[src/rtl/vtc_multimode.sv]
// vtc_multimode
// Video timing controller with two compile-time timing modes selectable at
// runtime. Counters advance every pixel clock; HS/VS/active are derived from
// the counters, given the sync polarity of the mode that produced them, and
// delayed through a PIPE_DELAY-deep register chain. The delay keeps them
// aligned with a pipelined pattern generator.
//
// Ports
//   clock       pixel clock
//   rst         asynchronous active-high reset
//   modeSel     requested mode, taken only on the last pixel of a frame
//   hPixel      horizontal counter (undelayed)
//   vLine       vertical counter (undelayed)
//   hSync       horizontal sync, delayed PIPE_DELAY cycles
//   vSync       vertical sync, delayed PIPE_DELAY cycles
//   vActive     active-area flag, delayed PIPE_DELAY cycles
//   frameStart  high while the counters sit at (0,0) and rst is low
//   activeMode  mode currently being generated
//   frameCount  completed frames, wraps 65535 -> 0
module vtc_multimode #(
    parameter int CNT_W      = 11,
    parameter int PIPE_DELAY = 2,
    parameter int H_AREA0    = 640,
    parameter int H_FP0      = 16,
    parameter int H_SYNC0    = 96,
    parameter int H_BP0      = 48,
    parameter int V_AREA0    = 480,
    parameter int V_FP0      = 10,
    parameter int V_SYNC0    = 2,
    parameter int V_BP0      = 33,
    parameter bit H_POL0     = 1'b0,
    parameter bit V_POL0     = 1'b0,
    parameter int H_AREA1    = 800,
    parameter int H_FP1      = 40,
    parameter int H_SYNC1    = 128,
    parameter int H_BP1      = 88,
    parameter int V_AREA1    = 600,
    parameter int V_FP1      = 1,
    parameter int V_SYNC1    = 4,
    parameter int V_BP1      = 23,
    parameter bit H_POL1     = 1'b1,
    parameter bit V_POL1     = 1'b1
) (
    input  logic             clock,
    input  logic             rst,
    input  logic             modeSel,
    output logic [CNT_W-1:0] hPixel,
    output logic [CNT_W-1:0] vLine,
    output logic             hSync,
    output logic             vSync,
    output logic             vActive,
    output logic             frameStart,
    output logic             activeMode,
    output logic [15:0]      frameCount
);

    // Per-mode decode points: last count, end of active area, sync window.
    localparam logic [CNT_W-1:0] H_LAST0 = CNT_W'(H_AREA0 + H_FP0 + H_SYNC0 + H_BP0 - 1);
    localparam logic [CNT_W-1:0] H_ACT0  = CNT_W'(H_AREA0);
    localparam logic [CNT_W-1:0] H_SS0   = CNT_W'(H_AREA0 + H_FP0);
    localparam logic [CNT_W-1:0] H_SE0   = CNT_W'(H_AREA0 + H_FP0 + H_SYNC0);
    localparam logic [CNT_W-1:0] V_LAST0 = CNT_W'(V_AREA0 + V_FP0 + V_SYNC0 + V_BP0 - 1);
    localparam logic [CNT_W-1:0] V_ACT0  = CNT_W'(V_AREA0);
    localparam logic [CNT_W-1:0] V_SS0   = CNT_W'(V_AREA0 + V_FP0);
    localparam logic [CNT_W-1:0] V_SE0   = CNT_W'(V_AREA0 + V_FP0 + V_SYNC0);
    localparam logic [CNT_W-1:0] H_LAST1 = CNT_W'(H_AREA1 + H_FP1 + H_SYNC1 + H_BP1 - 1);
    localparam logic [CNT_W-1:0] H_ACT1  = CNT_W'(H_AREA1);
    localparam logic [CNT_W-1:0] H_SS1   = CNT_W'(H_AREA1 + H_FP1);
    localparam logic [CNT_W-1:0] H_SE1   = CNT_W'(H_AREA1 + H_FP1 + H_SYNC1);
    localparam logic [CNT_W-1:0] V_LAST1 = CNT_W'(V_AREA1 + V_FP1 + V_SYNC1 + V_BP1 - 1);
    localparam logic [CNT_W-1:0] V_ACT1  = CNT_W'(V_AREA1);
    localparam logic [CNT_W-1:0] V_SS1   = CNT_W'(V_AREA1 + V_FP1);
    localparam logic [CNT_W-1:0] V_SE1   = CNT_W'(V_AREA1 + V_FP1 + V_SYNC1);
    localparam logic [CNT_W-1:0] CNT_ONE = CNT_W'(1);

    // Pipeline stage layout is {active, vs, hs}; idle is the mode-0 inactive level.
    localparam logic [2:0] STAGE_IDLE = {1'b0, ~V_POL0, ~H_POL0};

    logic [CNT_W-1:0] h_cnt_r;
    logic [CNT_W-1:0] v_cnt_r;
    logic             active_mode_r;
    logic [15:0]      frame_count_r;
    logic [PIPE_DELAY-1:0][2:0] sync_pipe_r;
    logic [PIPE_DELAY-1:0][2:0] sync_pipe_next_s;

    logic [CNT_W-1:0] h_last_s, h_act_s, h_ss_s, h_se_s;
    logic [CNT_W-1:0] v_last_s, v_act_s, v_ss_s, v_se_s;
    logic             h_pol_s, v_pol_s;
    logic             h_end_s, v_end_s;
    logic             hs_on_s, vs_on_s;
    logic [2:0]       raw_stage_s;

    // Select the decode points of the mode being generated.
    always_comb begin
        h_last_s = H_LAST0;
        h_act_s  = H_ACT0;
        h_ss_s   = H_SS0;
        h_se_s   = H_SE0;
        v_last_s = V_LAST0;
        v_act_s  = V_ACT0;
        v_ss_s   = V_SS0;
        v_se_s   = V_SE0;
        h_pol_s  = H_POL0;
        v_pol_s  = V_POL0;
        if (active_mode_r) begin
            h_last_s = H_LAST1;
            h_act_s  = H_ACT1;
            h_ss_s   = H_SS1;
            h_se_s   = H_SE1;
            v_last_s = V_LAST1;
            v_act_s  = V_ACT1;
            v_ss_s   = V_SS1;
            v_se_s   = V_SE1;
            h_pol_s  = H_POL1;
            v_pol_s  = V_POL1;
        end else begin
            h_last_s = H_LAST0;
            h_act_s  = H_ACT0;
            h_ss_s   = H_SS0;
            h_se_s   = H_SE0;
            v_last_s = V_LAST0;
            v_act_s  = V_ACT0;
            v_ss_s   = V_SS0;
            v_se_s   = V_SE0;
            h_pol_s  = H_POL0;
            v_pol_s  = V_POL0;
        end
    end

    assign h_end_s = (h_cnt_r == h_last_s);
    assign v_end_s = (v_cnt_r == v_last_s);
    assign hs_on_s = (h_cnt_r >= h_ss_s) && (h_cnt_r < h_se_s);
    assign vs_on_s = (v_cnt_r >= v_ss_s) && (v_cnt_r < v_se_s);

    // Polarity is applied here so delayed samples keep their own mode's level.
    always_comb begin
        raw_stage_s[0] = hs_on_s ? h_pol_s : ~h_pol_s;
        raw_stage_s[1] = vs_on_s ? v_pol_s : ~v_pol_s;
        raw_stage_s[2] = (h_cnt_r < h_act_s) && (v_cnt_r < v_act_s);
    end

    // Shift the delay chain by one stage, newest sample entering at index 0.
    always_comb begin
        sync_pipe_next_s = sync_pipe_r;
        for (int i = PIPE_DELAY - 1; i > 0; i--) begin
            sync_pipe_next_s[i] = sync_pipe_r[i-1];
        end
        sync_pipe_next_s[0] = raw_stage_s;
    end

    // Pixel/line counters; mode and frame count change only on the frame wrap,
    // so a frame in progress never mixes timings.
    always_ff @(posedge clock or posedge rst) begin
        if (rst) begin
            h_cnt_r       <= '0;
            v_cnt_r       <= '0;
            active_mode_r <= 1'b0;
            frame_count_r <= 16'd0;
        end else if (h_end_s) begin
            h_cnt_r <= '0;
            if (v_end_s) begin
                v_cnt_r       <= '0;
                active_mode_r <= modeSel;
                frame_count_r <= frame_count_r + 16'd1;
            end else begin
                v_cnt_r <= v_cnt_r + CNT_ONE;
            end
        end else begin
            h_cnt_r <= h_cnt_r + CNT_ONE;
        end
    end

    // Sync/active delay chain; reset fills every stage with the idle level.
    always_ff @(posedge clock or posedge rst) begin
        if (rst) begin
            sync_pipe_r <= {PIPE_DELAY{STAGE_IDLE}};
        end else begin
            sync_pipe_r <= sync_pipe_next_s;
        end
    end

    assign hPixel     = h_cnt_r;
    assign vLine      = v_cnt_r;
    assign activeMode = active_mode_r;
    assign frameCount = frame_count_r;
    assign hSync      = sync_pipe_r[PIPE_DELAY-1][0];
    assign vSync      = sync_pipe_r[PIPE_DELAY-1][1];
    assign vActive    = sync_pipe_r[PIPE_DELAY-1][2];
    // Counters already sit at (0,0) during reset, so the pulse is gated by rst.
    assign frameStart = ~rst && (h_cnt_r == '0) && (v_cnt_r == '0);

endmodule

[config.mk]
export PLATFORM = sky130hd
export DESIGN_NAME = vtc_multimode
export DESIGN_NICKNAME = d
export VERILOG_FILES = /design/src/rtl/vtc_multimode.sv
export SDC_FILE = /design/constraint.sdc
export NUM_CORES = 1
export LEC_CHECK = 0
export CAP_MARGIN = 20
export CORE_ASPECT_RATIO = 1.25
export CORE_MARGIN = 4
export CORE_UTILIZATION = 57
export DETAILED_ROUTE_END_ITERATION = 10
export PLACE_DENSITY = 0.81
export SKIP_LAST_GASP = 1
export SLEW_MARGIN = 20
export SYNTH_ARGS = -nofsm -noshare
export SYNTH_HDL_FRONTEND = slang
export SYNTH_SLANG_ARGS = --single-unit
[constraint.sdc]
create_clock -name clock -period 4.3 [get_ports clock]
set_input_delay 0.86 -clock clock [delete_from_list [all_inputs] [get_ports clock]]
set_output_delay 0.86 -clock clock [all_outputs]
set_load 0.02 [all_outputs]
==> results of run 1 <==
[worst min path at each step]
stage | start | depth (start not counted) | endpoint
floorplan | sync_pipe_next_s[5] | 0 | vActive
global placement | sync_pipe_next_s[5] | 0 | vActive
detailed placement | sync_pipe_next_s[5] | 0 | vActive
CTS | sync_pipe_next_s[5] | 0 | vActive
global route | sync_pipe_next_s[5] | 0 | vActive
finish | sync_pipe_next_s[5] | 0 | vActive
[power by group]
part	switching (mW)	internal, mW
Combinational	0.0192	0.0119
Clock	0.130	0.127
Sequential	0.00364	0.427
Total	0.153	0.566
[synth_stat cells, types with 2 or more instances]
cell type / n / area (um2)
a21o_1: 2 / 15.01
a21oi_1: 5 / 25.02
a31oi_1: 2 / 12.51
and2_1: 2 / 12.51
and3_1: 9 / 56.30
and4_1: 2 / 17.52
and4b_1: 2 / 20.02
buf_2: 3 / 15.01
buf_6: 4 / 45.04
dfrtp_1: 41 / 1026
dfstp_2: 4 / 105.1
ha_1: 20 / 250.2
inv_1: 12 / 45.04
mux2_2: 2 / 22.52
nand2_1: 16 / 60.06
nand2b_1: 3 / 18.77
nand3_1: 19 / 95.09
nand4_1: 12 / 75.07
nor2_1: 13 / 48.80
nor2b_1: 2 / 12.51
nor3_1: 2 / 10.01
nor3b_2: 2 / 25.02
nor4_1: 2 / 12.51
nor4_4: 2 / 42.54
o21ai_0: 13 / 65.06
o31ai_1: 2 / 15.01
xnor2_1: 23 / 201.4
xor2_1: 6 / 52.55
[stage by stage]
step | power [mW] | std cells | hold slack (ns) | setup slack [ns]
after global placement | 0.4689 | 341 | 0.3370 | 1.075
after global routing | 0.7506 | 348 | 0.3599 | 1.012
after floorplan | 0.4581 | 244 | 0.3312 | 0.9385
final | 0.7188 | 348 | 0.3541 | 1.085
after detailed placement | 0.4699 | 341 | 0.3397 | 1.076
after CTS | 0.7259 | 348 | 0.3583 | 1.076
[layer usage]
layer,vias up,global-route usage
met5,-,0
met4,0,0.05967
li1,965,-
met2,44,0.3388
met1,982,0.2791
met3,10,0.04852
[worst register-to-register path: cells and delay by family, from the launching register on]
family / cells / cell delay, ns
buffers and inverters: 1 / 0.29
and+or+nand+nor: 3 / 0.78
AOI/OAI and AO/OA: 1 / 0.27
DFF: 1 / 0.81
adders and majority gates: 1 / 0.40
xor gates and xnor gates: 1 / 0.15
[flip-flops by register name, summed over array words and instances, names as in the netlist]
name,count
hSync,1
vLine,11
activeMode,1
frameCount,16
sync_pipe_next_s,3
vSync,1
vActive,1
hPixel,11
[kinds of logic after synthesis]
family	count (synthesis)	synth area share
fa+ha+maj	20	0.09547
buf+inv	19	0.04009
simple gates	96	0.2296
mux	2	0.008591
compound gates	33	0.09785
flops	45	0.4315
xor+xnor	29	0.09690
[cell type report]
cell class	count	area [um2]	share of cell area
clock buffer	7	86.33	0.02717
multi-input combinational	180	1385	0.4358
sequential	45	1131	0.3559
timing repair buffer	46	457.9	0.1441
inverter	12	45.04	0.01417
tap	58	72.57	0.02283
==> impl_metrics.json, run 1 <==
{
  "r2r_start": "activeMode",
  "rsz0062_at_grt": "no",
  "track_usage": 0.2113,
  "fin_nets": 313,
  "synth.yosys.seq_area_share": 0.4315,
  "synthCells": 244,
  "fp.dieArea_mm2": 0.005755,
  "final_hold_viol_count": 0,
  "synth_nets": 267,
  "crit_cells": 6,
  "cp.arrival_ns": 2.36,
  "ir_worst_vdd_mv": 0.1717,
  "cp-startpoint": "rst",
  "nFillCells": 327,
  "yosys_warnings": 0,
  "drv_slew": 0,
  "overflow": 0,
  "drc": 0,
  "r2r_end": "frameCount[5]",
  "num_vias": 2001,
  "clockRootBuffer": "clkbuf_8",
  "firstDrtPassIters": 4,
  "critPathSlowestCell": "clkdlybuf4s50_1",
  "synth_seq_cells": 45,
  "fin_skew_ns": 0.009347,
  "fin_area_mm2": 0.003178,
  "fmax_mhz": 311.0,
  "drt-met1-wl_mm": 2.420,
  "synth_area_mm2": 0.002621,
  "min_path_type": "register to register",
  "num_io_pins": 46,
  "r2r_setup_slack_ns": 1.46,
  "cts_made_buffers": 5,
  "antenna_found_initial": 0,
  "chipWidth_um": 68.66,
  "slowest_delay_ns": 0.62,
  "drive_above_1_share": 0.09310,
  "cp-start-kind": "input port",
  "grt_pass1_wl_mm": 9.466,
  "worst_pin_slew_ns": 0.7197,
  "cts_sinks": 45,
  "dr.max_layer_used": "met4",
  "initial_utilization": 0.5923,
  "port_buffers": 45,
  "wl_met3_um": 232,
  "grt_pass1_vias": 2003,
  "cts_tree": "yes",
  "wl_met2_mm": 2.805,
  "cp_max_fo": 2,
  "endpoint_kind": "output port",
  "grt_max_degree": 46,
  "synth_edf_count": 0,
  "cts_setup_buffers": 0,
  "synthArstFlopShare": 1.000,
  "tns_ns": 0,
  "layout_commonest_cell": "clkdlybuf4s50_1",
  "path_common_cell": "clkdlybuf4s50_1",
  "drt_iter0_markers": 130,
  "reg2reg_depth": 7,
  "critical_path_class": "input port to output port",
  "required_ns": 3.44,
  "path_clk_slew_ns": 0.08,
  "crit_buf_inv": 3,
  "viasPerCell": 5.750,
  "fp.coreArea_mm2": 0.004425,
  "wl_per_cell_um": 15.95,
  "fin_crit_sh": 0.7477,
  "ys.flop_type": "dfrtp_1",
  "setup_viol": 0,
  "status": "completed",
  "ctsResizeCount": 0,
  "cp_top_family": "buffers and inverters",
  "die_h_um": 83.82,
  "place_hpwl_mm": 3.910,
  "synth.avg_cell_area_um2": 10.74,
  "cp_cell_sequence": "clkdlybuf4s50_1 -> inv_2 -> and3_1 -> nand4_1 -> nor2_1 -> clkdlybuf4s50_1",
  "syn_to_final_growth_pct": 21.24,
  "cts_max_level": 2,
  "ys_types": 45,
  "n_antenna_cell": 0,
  "layout_common_cells": "45 x clkdlybuf4s50_1, 41 x dfrtp_1, 23 x xnor2_1",
  "p_leak_nw": 1.376,
  "cts_buffer_depth": 2,
  "crit_end": "frameStart",
  "detail-route-antenna-nets": 0,
  "gp_congestion": 0.7765,
  "cts_hold_buf": 0,
  "fin_crit_ns": 3.215,
  "num_rows": 27,
  "p_per_area_mw_per_mm2": 226.2,
  "utilization": 0.7181,
  "maxCapViolCount": 0,
  "wirelength_mm": 5.552,
  "clk_latency_ns": 0.29,
  "max_slew_margin": 0.5202,
  "place_area_mm2": 0.003092
}
(Power assumes the default switching activity.)
==> run 2: changes to the inputs <==
- CORE_UTILIZATION: 57 -> 53
- PLACE_DENSITY: 0.81 -> 0.76
- clock period: 4.3 -> 3.15 ns (I/O delays scaled with it)
==> impl_metrics.json, run 2 (synthesized netlist as in run 1, its figures left out) <==
{
  "status": "completed",
  "drc": 0,
  "endpoint_kind": "output port",
  "tns_ns": 0,
  "num_rows": 28,
  "utilization": 0.6694,
  "firstDrtPassIters": 4,
  "rsz0062_at_grt": "no",
  "intPower_mw": 0.7570,
  "seqPwrFrac": 0.602,
  "clockRootBuffer": "clkbuf_8",
  "layout_commonest_cell": "clkdlybuf4s50_1",
  "syn_to_final_growth_pct": 21.67,
  "fin_crit_sh": 0.8678,
  "die_h_um": 86.63,
  "layout_common_cells": "45 x clkdlybuf4s50_1, 41 x dfrtp_1, 23 x xnor2_1",
  "grtUsageMet1": 0.2636,
  "track_usage": 0.1899,
  "max_slew_margin": 0.6037,
  "final.setup.worst_slack_ns": 0.4165,
  "fmax_mhz": 365.8,
  "path_clk_slew_ns": 0.08,
  "largest_reg_flops": 16,
  "chipWidth_um": 70.90,
  "netSwitchingFraction": 0.2208,
  "fin_nets": 315,
  "maxCapViolCount": 0,
  "met2_usage": 0.2987,
  "setup_viol": 0,
  "grt.met3_usage": 0.04060,
  "p_per_area_mw_per_mm2": 304.6,
  "fin_skew_ns": 0.002957,
  "grt_busiest_layer": "met2",
  "grt_pass1_vias": 1932,
  "fin_crit_ns": 2.734,
  "drt_iter0_markers": 201,
  "ir_worst_vdd_mv": 0.2815,
  "r2r_end": "vLine[3]",
  "n_antenna_cell": 0,
  "switchingPower_mw": 0.2145,
  "cp-startpoint": "rst",
  "cts_buffer_depth": 2,
  "wl_per_cell_um": 15.19,
  "overflow": 0,
  "ctsResizeCount": 0,
  "crit_end": "frameStart",
  "reg2reg_depth": 7,
  "fp.dieArea_mm2": 0.006142,
  "cts_setup_buffers": 0,
  "cts_max_level": 2,
  "power.share.clock": 0.352,
  "r2r_setup_slack_ns": 0.74,
  "cp-start-kind": "input port",
  "antenna_found_initial": 0,
  "gp_congestion": 0.8013,
  "cp.arrival_ns": 2.10,
  "port_buffers": 45,
  "worst_pin_slew_ns": 0.5794,
  "cts_made_buffers": 5,
  "drive_above_1_share": 0.09556,
  "holdWs_ns": 0.3582,
  "drv_slew": 0,
  "detail-route-antenna-nets": 0,
  "cts_tree": "yes",
  "post-place-ws_ns": 0.4212,
  "cp_max_fo": 2,
  "fp.coreArea_mm2": 0.004765,
  "min_path_type": "register to register",
  "num_io_pins": 46,
  "viasPerCell": 5.550,
  "cts_sinks": 45,
  "initial_utilization": 0.5502,
  "critical_path_class": "input port to output port",
  "grt_max_degree": 46,
  "wirelength_mm": 5.363,
  "required_ns": 2.52,
  "p_leak_nw": 1.380,
  "r2r_start": "activeMode",
  "final_hold_viol_count": 0,
  "grt_pass1_wl_mm": 9.432,
  "clk_latency_ns": 0.29,
  "cts_hold_buf": 0,
  "pwr-share-comb": 0.046,
  "place_hpwl_mm": 3.941,
  "num_vias": 1959
}
-- run 2: changes by cell type in the layout (fill, tap and decap cells not counted) --
cell and delta:
buf_4 +2, clkbuf_1 +2, clkbuf_8 -1
-- run 2: power groups by stage --
stage | sequential (mW) | clock [mW] | combinational [mW]
after detailed placement | 0.596 | 0 | 0.0453
after floorplan | 0.600 | 0 | 0.0254
after CTS | 0.585 | 0.353 | 0.0457
after global routing | 0.586 | 0.381 | 0.0506
final | 0.585 | 0.342 | 0.0447
after global placement | 0.596 | 0 | 0.0445
-- run 2: area by class of cell --
type                       instances  area (um2)
fill                             412        1575
multi-input combinational        180        1385
sequential                        45        1131
timing repair buffer              48       473.0
clock buffer                       8       80.08
tap                               60       75.07
inverter                          12       45.04
-- run 2: routing by layer --
layer / up-vias / wire [um]
met4: 0 / 62
met5: - / 0
met2: 37 / 2538
li1: 969 / -
met1: 948 / 2544
met3: 5 / 218
-- run 2: worst min path at each step --
stage               to                 from  depth (start not counted)
2_1_floorplan  vActive  sync_pipe_next_s[5]                          0
3_3_place_gp   vActive  sync_pipe_next_s[5]                          0
3_5_place_dp   vActive  sync_pipe_next_s[5]                          0
4_1_cts          vSync  sync_pipe_next_s[4]                          0
5_1_grt          hSync  sync_pipe_next_s[3]                          0
6_report         vSync  sync_pipe_next_s[4]                          0
-- run 2: through the flow --
stage | area (um2) | power, mW | instances
finish | 3189 | 0.9715 | 353
global route | 3189 | 1.018 | 353
CTS | 3189 | 0.9834 | 353
detailed placement | 3109 | 0.6418 | 345
global placement | 3109 | 0.6407 | 345
floorplan | 2621 | 0.6253 | 244
-- run 2: critical path, cell delays in order --
cell             delay, ns
clkdlybuf4s50_1       0.41
inv_2                 0.06
and3_1                0.14
nand4_1               0.10
nor2_1                0.15
clkdlybuf4s50_1       0.61
